[src/rtl/sram_1rw_arbiter.sv]
// sram_1rw_arbiter
//   Shares one single-port SRAM macro between NUM_REQ requesters. After reset
//   an optional init sequencer zero-fills the whole array, then requests are
//   granted round-robin. Reads come back two cycles after the grant through
//   a one-entry response register that holds until the owner accepts it.
//
// Ports
//   clock       : single clock, all state on the rising edge
//   reset       : asynchronous, active-low reset
//   req_valid   : per-requester request valid
//   req_ready   : per-requester grant (one-hot or zero)
//   req_write   : per-requester 1 = write, 0 = read
//   req_addr    : packed addresses, requester i at [i*ADDR_BITS +: ADDR_BITS]
//   req_wdata   : packed write data, requester i at [i*DATA_BITS +: DATA_BITS]
//   rsp_valid   : read response valid for its owner (at most one bit set)
//   rsp_ready   : per-requester response accept (only the owner's bit counts)
//   rsp_data    : shared read data
//   init_done   : high once the zero-fill has finished
//   sram_valid  : macro valid
//   sram_write  : macro write enable
//   sram_addr   : macro address
//   sram_wdata  : macro write data
//   sram_rdata  : macro read data, mem[registered read address]

module sram_1rw_arbiter #(
  parameter int NUM_REQ   = 2,
  parameter int ADDR_BITS = 8,
  parameter int DATA_BITS = 256,
  parameter int INIT_ZERO = 1
) (
  input  logic                           clock,
  input  logic                           reset,
  input  logic [NUM_REQ-1:0]             req_valid,
  output logic [NUM_REQ-1:0]             req_ready,
  input  logic [NUM_REQ-1:0]             req_write,
  input  logic [NUM_REQ*ADDR_BITS-1:0]   req_addr,
  input  logic [NUM_REQ*DATA_BITS-1:0]   req_wdata,
  output logic [NUM_REQ-1:0]             rsp_valid,
  input  logic [NUM_REQ-1:0]             rsp_ready,
  output logic [DATA_BITS-1:0]           rsp_data,
  output logic                           init_done,
  output logic                           sram_valid,
  output logic                           sram_write,
  output logic [ADDR_BITS-1:0]           sram_addr,
  output logic [DATA_BITS-1:0]           sram_wdata,
  input  logic [DATA_BITS-1:0]           sram_rdata
);

  localparam int PTR_W = (NUM_REQ > 1) ? $clog2(NUM_REQ) : 1;
  localparam logic [PTR_W:0]       NUM_REQ_W = (PTR_W+1)'(NUM_REQ);
  localparam logic [PTR_W-1:0]     LAST_REQ  = PTR_W'(NUM_REQ - 1);
  localparam logic [ADDR_BITS-1:0] LAST_ADDR = '1;

  typedef enum logic {
    ST_INIT,
    ST_RUN
  } state_t;

  localparam state_t RESET_STATE = (INIT_ZERO != 0) ? ST_INIT : ST_RUN;
  localparam logic   RESET_DONE  = (INIT_ZERO != 0) ? 1'b0 : 1'b1;

  state_t                 state_q, state_d;
  logic [ADDR_BITS-1:0]   initCnt_q, initCnt_d;
  logic                   initDone_q, initDone_d;
  logic [PTR_W-1:0]       rrPtr_q, rrPtr_d;
  logic                   rdInflight_q, rdInflight_d;
  logic [PTR_W-1:0]       rdOwner_q, rdOwner_d;
  logic                   holdValid_q, holdValid_d;
  logic [PTR_W-1:0]       holdOwner_q, holdOwner_d;
  logic [DATA_BITS-1:0]   holdData_q, holdData_d;

  logic                   rspHs;
  logic                   rdOk;
  logic [NUM_REQ-1:0]     eligible;
  logic [PTR_W:0]         cand;
  logic                   gntFound;
  logic [PTR_W-1:0]       gntIdx;
  logic                   rdStart;
  logic [NUM_REQ-1:0]     reqReady;
  logic                   sramValid;
  logic                   sramWrite;
  logic [ADDR_BITS-1:0]   sramAddr;
  logic [DATA_BITS-1:0]   sramWdata;

  // A read may only start when the pipeline slot is free and the response
  // register will be empty at the capture edge (either already empty or being
  // accepted right now). Reads that cannot start are skipped, so writes from
  // other requesters still get through.
  always_comb begin
    state_d      = state_q;
    initCnt_d    = initCnt_q;
    initDone_d   = initDone_q;
    rrPtr_d      = rrPtr_q;
    rdOwner_d    = rdOwner_q;
    holdValid_d  = holdValid_q;
    holdOwner_d  = holdOwner_q;
    holdData_d   = holdData_q;
    cand         = '0;
    gntFound     = 1'b0;
    gntIdx       = '0;
    rdStart      = 1'b0;
    reqReady     = '0;
    sramValid    = 1'b0;
    sramWrite    = 1'b0;
    sramAddr     = '0;
    sramWdata    = '0;

    rspHs    = holdValid_q && rsp_ready[holdOwner_q];
    rdOk     = !rdInflight_q && (!holdValid_q || rspHs);
    eligible = req_valid & (req_write | {NUM_REQ{rdOk}});

    case (state_q)
      ST_INIT: begin
        sramValid = 1'b1;
        sramWrite = 1'b1;
        sramAddr  = initCnt_q;
        initCnt_d = initCnt_q + 1'b1;
        if (initCnt_q == LAST_ADDR) begin
          state_d    = ST_RUN;
          initDone_d = 1'b1;
        end
      end
      ST_RUN: begin
        // Cyclic search starting at the round-robin pointer.
        for (int k = 0; k < NUM_REQ; k++) begin
          cand = {1'b0, rrPtr_q} + (PTR_W+1)'(k);
          if (cand >= NUM_REQ_W) begin
            cand = cand - NUM_REQ_W;
          end
          if (!gntFound && eligible[cand[PTR_W-1:0]]) begin
            gntFound = 1'b1;
            gntIdx   = cand[PTR_W-1:0];
          end
        end
        for (int i = 0; i < NUM_REQ; i++) begin
          if (gntFound && (gntIdx == PTR_W'(i))) begin
            reqReady[i] = 1'b1;
            sramValid   = 1'b1;
            sramWrite   = req_write[i];
            sramAddr    = req_addr[i*ADDR_BITS +: ADDR_BITS];
            sramWdata   = req_wdata[i*DATA_BITS +: DATA_BITS];
            rdStart     = !req_write[i];
          end
        end
        if (gntFound) begin
          rrPtr_d = (gntIdx == LAST_REQ) ? '0 : gntIdx + 1'b1;
        end
      end
      default: begin
        state_d = ST_INIT;
      end
    endcase

    if (rdStart) begin
      rdOwner_d = gntIdx;
    end

    // A capture on the same edge as an accept wins over the clear.
    if (rdInflight_q) begin
      holdValid_d = 1'b1;
      holdOwner_d = rdOwner_q;
      holdData_d  = sram_rdata;
    end else if (rspHs) begin
      holdValid_d = 1'b0;
    end

    // Combinational outputs must read zero while reset is held.
    if (!reset) begin
      reqReady  = '0;
      sramValid = 1'b0;
      sramWrite = 1'b0;
      sramAddr  = '0;
      sramWdata = '0;
    end
  end

  assign rdInflight_d = rdStart;

  always_ff @(posedge clock or negedge reset) begin
    if (!reset) begin
      state_q      <= RESET_STATE;
      initCnt_q    <= '0;
      initDone_q   <= RESET_DONE;
      rrPtr_q      <= '0;
      rdInflight_q <= 1'b0;
      rdOwner_q    <= '0;
      holdValid_q  <= 1'b0;
      holdOwner_q  <= '0;
      holdData_q   <= '0;
    end else begin
      state_q      <= state_d;
      initCnt_q    <= initCnt_d;
      initDone_q   <= initDone_d;
      rrPtr_q      <= rrPtr_d;
      rdInflight_q <= rdInflight_d;
      rdOwner_q    <= rdOwner_d;
      holdValid_q  <= holdValid_d;
      holdOwner_q  <= holdOwner_d;
      holdData_q   <= holdData_d;
    end
  end

  always_comb begin
    rsp_valid = '0;
    for (int i = 0; i < NUM_REQ; i++) begin
      rsp_valid[i] = holdValid_q && (holdOwner_q == PTR_W'(i));
    end
  end

  assign req_ready  = reqReady;
  assign sram_valid = sramValid;
  assign sram_write = sramWrite;
  assign sram_addr  = sramAddr;
  assign sram_wdata = sramWdata;
  assign rsp_data   = holdData_q;
  assign init_done  = initDone_q;

endmodule

[config.mk]
export PLATFORM = sky130hd
export DESIGN_NAME = sram_1rw_arbiter
export DESIGN_NICKNAME = d
export VERILOG_FILES = /design/src/rtl/sram_1rw_arbiter.sv
export SDC_FILE = /design/constraint.sdc
export NUM_CORES = 1
export LEC_CHECK = 0
export CORE_AREA = 4 4 509 511
export DETAILED_ROUTE_END_ITERATION = 10
export DIE_AREA = 0 0 513 515
export SYNTH_ARGS = -nofsm -noshare
export SYNTH_HDL_FRONTEND = slang
export SYNTH_SLANG_ARGS = --single-unit
[constraint.sdc]
create_clock -name clock -period 2.85 [get_ports clock]
set_input_delay 0.57 -clock clock [delete_from_list [all_inputs] [get_ports clock]]
set_output_delay 0.57 -clock clock [all_outputs]
set_load 0.01 [all_outputs]
# == Word-level counts from Yosys, hierarchy flattened ==
# Index checks and enable logic that the tools add are counted.
# W data, S select, Z words.
# totals
reg_bits,271
mem_bits_ro,0
output_inout_bits,527
n_memories,0
inputBits,792
ram_bits,0
wordCells,86
latch_bits,0
# op_classes
order_cmp,5
muxes,45
shift,0
addsub,5
bitwise,5
mul,0
reduce_logical,16
eq_ne,1
n_div,0
# op_table
op,count
$mux W256,4
$mux W1,33
$mux W8,3
$pmux W8 S2,1
$add A8 B1 Y8 const B,1
$eq A8 B8 Y1 const B,1
$logic_and A1 B1 Y1,7
$lt A1 B2 Y1 const B,3
$logic_not A1 Y1,5
$mux W2,2
$pmux W1 S2,2
$reduce_and A2 Y1,2
$not A1 Y1,3
$add A1 B1 Y2 const B,1
$and A2 B2 Y2,1
$ge A1 B2 Y1 const B,1
$ge A2 B2 Y1 const B,1
$or A2 B2 Y2,1
$reduce_bool A2 Y1,1
$sub A1 B1 Y1 const B,2
$add A1 B1 Y1 const B,1
$logic_or A1 B1 Y1,1

# == Longest topological paths before layout ==
# Gate-level depths: netlist of run 1.
# logic_depth
depth_word,21
mapped_depth,7
ltp_nobuf,4

# == Worst setup path before layout of run 1 ==
# OpenSTA, ideal clock, no wires.
# synth_path
kind,input-to-output
startpoint,input rsp_ready[0]
endpoint,output sram_wdata[186]
arrival_time_ns,2.038
slack_ns,0.242
cell_stages,6
n_path_buf,2
t_required_ns,2.280
cell_sequence,mux2_4 > o311a_4 > a211oi_2 > buf_2 > buf_2 > a22o_1
# synth_between
elab_chain_cells,21
elab_cells_between_ends,27
cone_classes,mux (17); bitwise (3); reduce/logical (7)
# synth_rtl
item,line_no,rtl
"start, declared",39,"input logic [NUM_REQ-1:0] rsp_ready,"
$mux W1 (implied by the code) * (2 in a row),108,rspHs = holdValid_q && rsp_ready[holdOwner_q];
$logic_and A1 B1 Y1 *,108,
$logic_or A1 B1 Y1 *,109,rdOk = !rdInflight_q && (!holdValid_q || rspHs);
$logic_and A1 B1 Y1 *,109,
$or A2 B2 Y2 *,110,eligible = req_valid & (req_write | {NUM_REQ{rdOk}});
$and A2 B2 Y2 *,110,
$mux W1 (implied by the code) (2 in a row),130,if (!gntFound && eligible[cand[PTR_W-1:0]]) begin
$mux W1,130,
[3 not listed],--,
$mux W1,130,
$mux W1,112,case (state_q)
$not A1 Y1,136,if (gntFound && (gntIdx == PTR_W'(i))) begin
$logic_and A1 B1 Y1,136,
$mux W256,136,
$mux W256 *,136,
$mux W256 *,112,
$mux W256 *,168,if (!reset) begin
"end, declared",45,"output logic [DATA_BITS-1:0] sram_wdata,"
# Mark *: on every way between the ends. The rest lies on a longest branch, timed or not. The select of a mux whose other input is x is not followed.

# == Worst setup path after layout of run 1 ==
# layout_path
startpoint,register holdOwner_q
endpoint,output sram_addr[1]
# layout_between
elab_chain_cells,21
elab_cells_between_ends,27
cone_classes,mux (17); bitwise (3); reduce/logical (7)
# layout_rtl
item,line_no,rtl
"start, declared",69,"logic [PTR_W-1:0] holdOwner_q, holdOwner_d;"
"start signal, assigned",198,holdOwner_q <= holdOwner_d;
$mux W1 (implied by the code) * (2 in a row),108,
$logic_and A1 B1 Y1 *,108,
$logic_or A1 B1 Y1 *,109,
$logic_and A1 B1 Y1 *,109,
$or A2 B2 Y2 *,110,
$and A2 B2 Y2 *,110,
$mux W1 (implied by the code) (2 in a row),130,
$mux W1,130,
[3 not listed],--,
$mux W1,130,
$mux W1,112,
$not A1 Y1,136,
$logic_and A1 B1 Y1,136,
$mux W8,136,
$mux W8 *,136,
$pmux W8 S2 *,112,
$mux W8 *,168,
"end, declared",44,"output logic [ADDR_BITS-1:0] sram_addr,"
# Marked as above.

==> results of run 1 <==
==> stage by stage <==
step                      cell area (sq um)  hold slack (ns)
after floorplan                       12900            0.274
after global placement                32100            0.456
after detailed placement              32100            0.471
after CTS                             35800           0.0745
after global routing                  36400           0.0763
final                                 36400           0.0976
==> cell usage after synthesis, drive strengths merged <==
| cell type | number | area, sq um |
|---|---|---|
| a211o | 1 | 8.76 |
| a211oi | 2 | 25.0 |
| a21oi | 2 | 10.0 |
| a221o | 7 | 70.1 |
| a22o | 256 | 2240 |
| a2bb2oi | 1 | 8.76 |
| a31o | 1 | 8.76 |
| a31oi | 3 | 18.8 |
| and2 | 1 | 6.26 |
| and3 | 7 | 43.8 |
| buf | 59 | 329 |
| clkbuf | 30 | 113 |
| dfrtp | 271 | 6780 |
| ha | 1 | 12.5 |
| inv | 5 | 18.8 |
| mux2 | 259 | 2920 |
| nand2 | 6 | 22.5 |
| nand2b | 2 | 12.5 |
| nand3 | 2 | 10.0 |
| nand4 | 1 | 6.26 |
| nand4b | 1 | 8.76 |
| nor2 | 2 | 7.51 |
| nor3 | 1 | 5.00 |
| o211ai | 5 | 37.5 |
| o21ai | 3 | 15.0 |
| o21bai | 1 | 7.51 |
| o311a | 2 | 31.3 |
| o311ai | 2 | 42.6 |
| o31ai | 2 | 15.0 |
| xnor2 | 5 | 43.8 |
| xor2 | 2 | 17.5 |
==> how the worst max path moves through the flow <==
stage | startpoint | to | slack (ns)
2_1_floorplan | rsp_ready[0] | sram_wdata[186] | 0.24
3_3_place_gp | rsp_ready[1] | sram_wdata[210] | -1.05
3_5_place_dp | rsp_ready[1] | sram_wdata[210] | -1.06
4_1_cts | holdOwner_q$_DFFE_PN0P_ | sram_addr[6] | -1.06
5_1_grt | holdOwner_q$_DFFE_PN0P_ | sram_addr[1] | -1.03
6_report | holdOwner_q$_DFFE_PN0P_ | sram_addr[1] | -0.91
==> where the power goes <==
group	total, mW	leakage [nW]	switching, mW	internal (mW)
clock network	5.71	0.729	2.22	3.49
registers	4.16	3.61	0.114	4.05
logic	2.57	10.4	1.09	1.48
total	12.4	14.7	3.43	9.01
==> cell type report <==
| cell class | instances | area, sq um |
|---|---|---|
| Inverter | 5 | 18.8 |
| Sequential cell | 271 | 6790 |
| Multi-Input combinational cell | 578 | 6590 |
| Clock inverter | 22 | 307 |
| Tap cell | 3366 | 4210 |
| Timing Repair Buffer | 1535 | 17300 |
| Fill cell | 28288 | 217000 |
| Clock buffer | 56 | 1180 |
| Antenna cell | 31 | 77.6 |
==> sequential cells by signal, indices dropped and copies added (netlist names) <==
name	count
rsp_data	256
initCnt_q	8
holdOwner_q	1
holdValid_q	1
init_done	1
rdInflight_q	1
rdOwner_q	1
rrPtr_q	1
state_q	1
==> routing by layer <==
layer | vias up | share of wire [%] | wire, microns
met3 | 407 | 12 | 25100
met5 | - | 0.33 | 712
met2 | 1343 | 49 | 105000
met1 | 8223 | 35 | 74200
li1 | 6734 | - | -
met4 | 112 | 3.9 | 8260
==> cell families (layout without fill, tap and decap cells) <==
| group | after synthesis | after routing | share of synthesized area (%) |
|---|---|---|---|
| buffers and inverters | 94 | 1618 | 3.57 |
| flip-flops | 271 | 271 | 52.6 |
| AO/OA/AOI/OAI | 288 | 288 | 19.7 |
| adder cells (fa/ha/maj) | 1 | 1 | 0.0970 |
| multiplexers | 259 | 259 | 22.6 |
| XOR/XNOR | 7 | 7 | 0.475 |
| AND/OR/NAND/NOR | 23 | 23 | 0.951 |
| other | 0 | 31 | 0 |
==> repair_timing <==
action / 4_1_cts / 5_1_grt
gates cloned: 26 / 8
setup buffers: 77 / 34
endpoints found under the setup margin: 268 / 268
pin swaps: 120 / 60
resized for setup: 852 / 87
endpoints found under the hold margin: 0 / 0
==> flow_summary.json, run 1 <==
{
  "status": "finished with violations",
  "failed_checks": "negative setup slack",
  "ys_warn_count": 0,
  "relSlewSlack_pct": 46.0,
  "num_vias": 16819,
  "grt-ovfl-total": 0,
  "setup_violations": 268,
  "clk_path_buf_depth": 3,
  "use_met2_pct": 27.2,
  "routed_wl_mm": 213,
  "grt_pass1_wl_mm": 250,
  "crit_top_cell": "buf_12",
  "slew_viol_final": 0,
  "fin_nets": 3226,
  "fmax_mhz": 266,
  "period_share_pct": 132,
  "clkTransAtPathRegs_ns": 0.06,
  "syn_area_sq_um": 12900,
  "syn_inst": 943,
  "timing.rr.end": "rsp_data[111]$_DFFE_PN0P_",
  "cp.buffers_inverters": 7,
  "finalPower_mw": 12.4,
  "post_drt_wl_per_cell_microns": 36.4,
  "die_area_sq_um": 264000,
  "ctsHoldBuffers": 0,
  "synthToLayoutAreaGrowth_pct": 183,
  "met3_usage_pct": 7.51,
  "place_inst": 5632,
  "place_congestion": 1.06,
  "dp_slack_ns": -1.06,
  "mostFrequentLayoutCell": "clkdlybuf4s50_1",
  "grt.met1_usage_pct": 15.9,
  "p_leak_nw": 14.7,
  "arrival_ns": 3.19,
  "crit_path_start_kind": "register",
  "die_w_microns": 513,
  "fin_cells": 5864,
  "grt_pass1_vias": 17114,
  "syn-num-nets": 1736,
  "power_density_nw_per_um2": 341,
  "cp-end-kind": "output port",
  "grt_max_degree": 117,
  "fin_crit_ns": 3.76,
  "r2r_slack_ns": 0.71,
  "drtPass1Iterations": 5,
  "r2r-start": "rdInflight_q$_DFF_PN0_",
  "worstHoldPathType": "input port to async pin",
  "cts_tree": "built",
  "grt_busiest_layer": "met2",
  "start_util_pct": 5.08,
  "numCtsBuffers": 42,
  "cts_root_buf": "clkbuf_16",
  "slowest_stage": "dfrtp_2",
  "seq_area_frac_synth_pct": 52.6,
  "first_iter_violations": 1086,
  "critical_path_class": "register to output port",
  "htree_levels": 2,
  "core-area_sq_um": 254000,
  "path_depth": 11,
  "worstMarginPinSlew_ns": 0.811,
  "clk_latency_ns": 0.63,
  "antenna_found_initial": 187,
  "rsz0062_at_grt": "yes",
  "hold_violations": 0,
  "drive_above_1_share_pct": 37.7,
  "required_ns": 2.28,
  "path_max_fanout": 7,
  "ioPinCount": 1319,
  "ant_nets": 0,
  "crit_chain": "mux2_4 -> buf_6 -> buf_6 -> o311ai_4 -> a211oi_4 -> buf_6 -> buf_12 -> buf_12 -> buf_12 -> a221o_2 -> buf_12",
  "post-route-util_pct": 14.4,
  "clock_skew_ns": 0.0167,
  "ir_drop_uv": 374,
  "via_per_inst": 2.87,
  "mostFrequentLayoutCells": "clkdlybuf4s50_1, dfrtp_1, mux2_2, buf_12, a22o_1",
  "ys_seq_elements": 271,
  "cpPeakStageDelay_ns": 0.44,
  "drv_cap": 0,
  "clock-sinks": 271,
  "port-buffer-count": 1318,
  "worst_slack_ns": -0.907,
  "die_y_microns": 515,
  "grt_usage_pct": 15.4,
  "drc_errors": 0,
  "yosysUniqueCellTypes": 36,
  "fin_tns_setup_ns": -205.60,
  "dp_hpwl_mm": 190,
  "num_rows": 185,
  "syn_avg_cell_area_sq_um": 13.7,
  "r2r_cells": 3,
  "critPathTopFamily": "buffers and inverters"
}
(Power assumes the default switching activity.)
==> run 2, diff against run 1 <==
CORE_AREA = 4 4 507 509   (was 4 4 509 511)
DIE_AREA = 0 0 511 513   (was 0 0 513 515)
clock period = 4.5 ns   (was 2.85 ns; I/O delays follow)
==> run 2 against run 1 <==
  * Critical path type is now input port to output port
  * Clock-buffer cell count is 6 higher
  * Routed wire length is 0.31% higher
  * Design area is 7.3% lower
  * Clock skew is 0.024 ns higher
  * Combinational power is 38% lower
  * Register-to-register slack better by 0.88 ns
  * Worst hold slack better by 0.27 ns
  * Via count is 5.0% lower
  * Die area is 0.78% lower
  * Sequential share of layout area is 1.5 points higher
  * Cell count is 1.9% lower
  * Clock power is 34% lower
  * The run now ends clean
==> flow_summary.json, run 2 (same netlist as run 1, synthesis figures left out) <==
{
  "drtPass1Iterations": 5,
  "cp-startpoint": "rsp_ready[0]",
  "dp_hpwl_mm": 195,
  "grt_pass1_vias": 16578,
  "ctsHoldBuffers": 0,
  "num_vias": 15983,
  "cts_root_buf": "clkbuf_16",
  "fin_cells": 5750,
  "post-route-util_pct": 13.3,
  "r2r-start": "rdInflight_q$_DFF_PN0_",
  "post_drt_wl_per_cell_microns": 37.2,
  "clk_path_buf_depth": 3,
  "dp_slack_ns": -0.214,
  "status": "complete, no violations",
  "place_inst": 5610,
  "fin_tns_setup_ns": 0,
  "power_density_nw_per_um2": 237,
  "clock-sinks": 271,
  "fmax_mhz": 223,
  "grt_max_degree": 134,
  "place_congestion": 1.05,
  "required_ns": 3.60,
  "worstMarginPinSlew_ns": 0.964,
  "critical_path_class": "input port to output port",
  "dpl_cell_area_sq_um": 31700,
  "drv_cap": 0,
  "fin_area_sq_um": 33800,
  "path_max_fanout": 7,
  "first_iter_violations": 905,
  "routed_wl_mm": 214,
  "holdWs_ns": 0.371,
  "grt-ovfl-total": 0,
  "mostFrequentLayoutCell": "clkdlybuf4s50_1",
  "core-area_sq_um": 253000,
  "ir_drop_uv": 243,
  "htree_levels": 2,
  "ant_nets": 0,
  "numCtsBuffers": 45,
  "relSlewSlack_pct": 35.7,
  "crit_path_start_kind": "input port",
  "worstHoldPathType": "input port to async pin",
  "period_share_pct": 99.5,
  "cp-end-kind": "output port",
  "grt_pass1_wl_mm": 252,
  "synthToLayoutAreaGrowth_pct": 162,
  "antenna_found_initial": 188,
  "port-buffer-count": 1318,
  "hold_violations": 0,
  "num_rows": 185,
  "grt_usage_pct": 15.7,
  "setup_violations": 0,
  "die_w_microns": 511,
  "clk_latency_ns": 0.65,
  "drc_errors": 0,
  "die_area_sq_um": 262000,
  "largest_reg_flops": 256,
  "arrival_ns": 3.58,
  "via_per_inst": 2.78,
  "start_util_pct": 5.10,
  "mostFrequentLayoutCells": "clkdlybuf4s50_1, dfrtp_1, mux2_2, a22o_1, buf_12",
  "fin_crit_ns": 4.48,
  "clock_skew_ns": 0.0403,
  "die_y_microns": 513,
  "clkTransAtPathRegs_ns": 0.08,
  "drive_above_1_share_pct": 23.9,
  "slew_viol_final": 0,
  "rsz0062_at_grt": "yes",
  "ioPinCount": 1319,
  "cts_tree": "built",
  "fin_nets": 3091,
  "p_leak_nw": 13.7,
  "worst_slack_ns": 0.0217,
  "finalPower_mw": 8.02
}
[run 2: final timing paths]
| kind | end | cells after the start | slack [ns] |
|---|---|---|---|
| max | sram_wdata[65] | 9 | 0.02 |
| min | rdInflight_q$_DFF_PN0_ | 2 | 0.37 |
| max in group asynchronous | rsp_data[154]$_DFFE_PN0P_ | 4 | 2.54 |
| min reg2reg | init_done$_DFFE_PN0P_ | 1 | 0.48 |
| max reg2reg | rsp_data[253]$_DFFE_PN0P_ | 4 | 1.59 |
| min in group clock | init_done$_DFFE_PN0P_ | 1 | 0.48 |
[run 2: layout make-up]
class,count,area (sq um)
Fill cell,28380,219000
Timing Repair Buffer,1397,15300
Sequential cell,271,6790
Multi-Input combinational cell,578,5720
Tap cell,3366,4210
Clock buffer,62,1290
Clock inverter,21,278
Antenna cell,50,125
Inverter,5,18.8
[run 2: timing repair]
| action | in CTS | in global routing |
|---|---|---|
| resized for setup | 40 | 53 |
| buffers inserted | 2 | 0 |
| endpoints found under the setup margin | 140 | 65 |
| cloned | 4 | 1 |
| pin swaps | 2 | 1 |
[run 2: worst max-delay path, cell delays in order]
cell and delay, ns:
clkdlybuf4s50_1 0.42, mux2_4 0.36, o311a_4 0.35, a211oi_4 0.27, buf_12 0.20, buf_4 0.19
buf_4 0.18, a22o_1 0.15, clkdlybuf4s50_1 0.54
[run 2: power breakdown]
group / switching, mW / internal, mW
registers: 0.0795 / 2.57
clock network: 1.51 / 2.26
logic: 0.677 / 0.922
[run 2: metal layers]
metal  vias to the layer above  wire [microns]  track usage [%]  part of all wire (%)
met5                         -            1010                0                  0.47
met3                       346           30100             10.4                    14
met1                      7820           70800             14.8                    33
li1                       6477               -                -                     -
met4                       146            5530             3.35                   2.6
met2                      1194          106000             28.1                    50
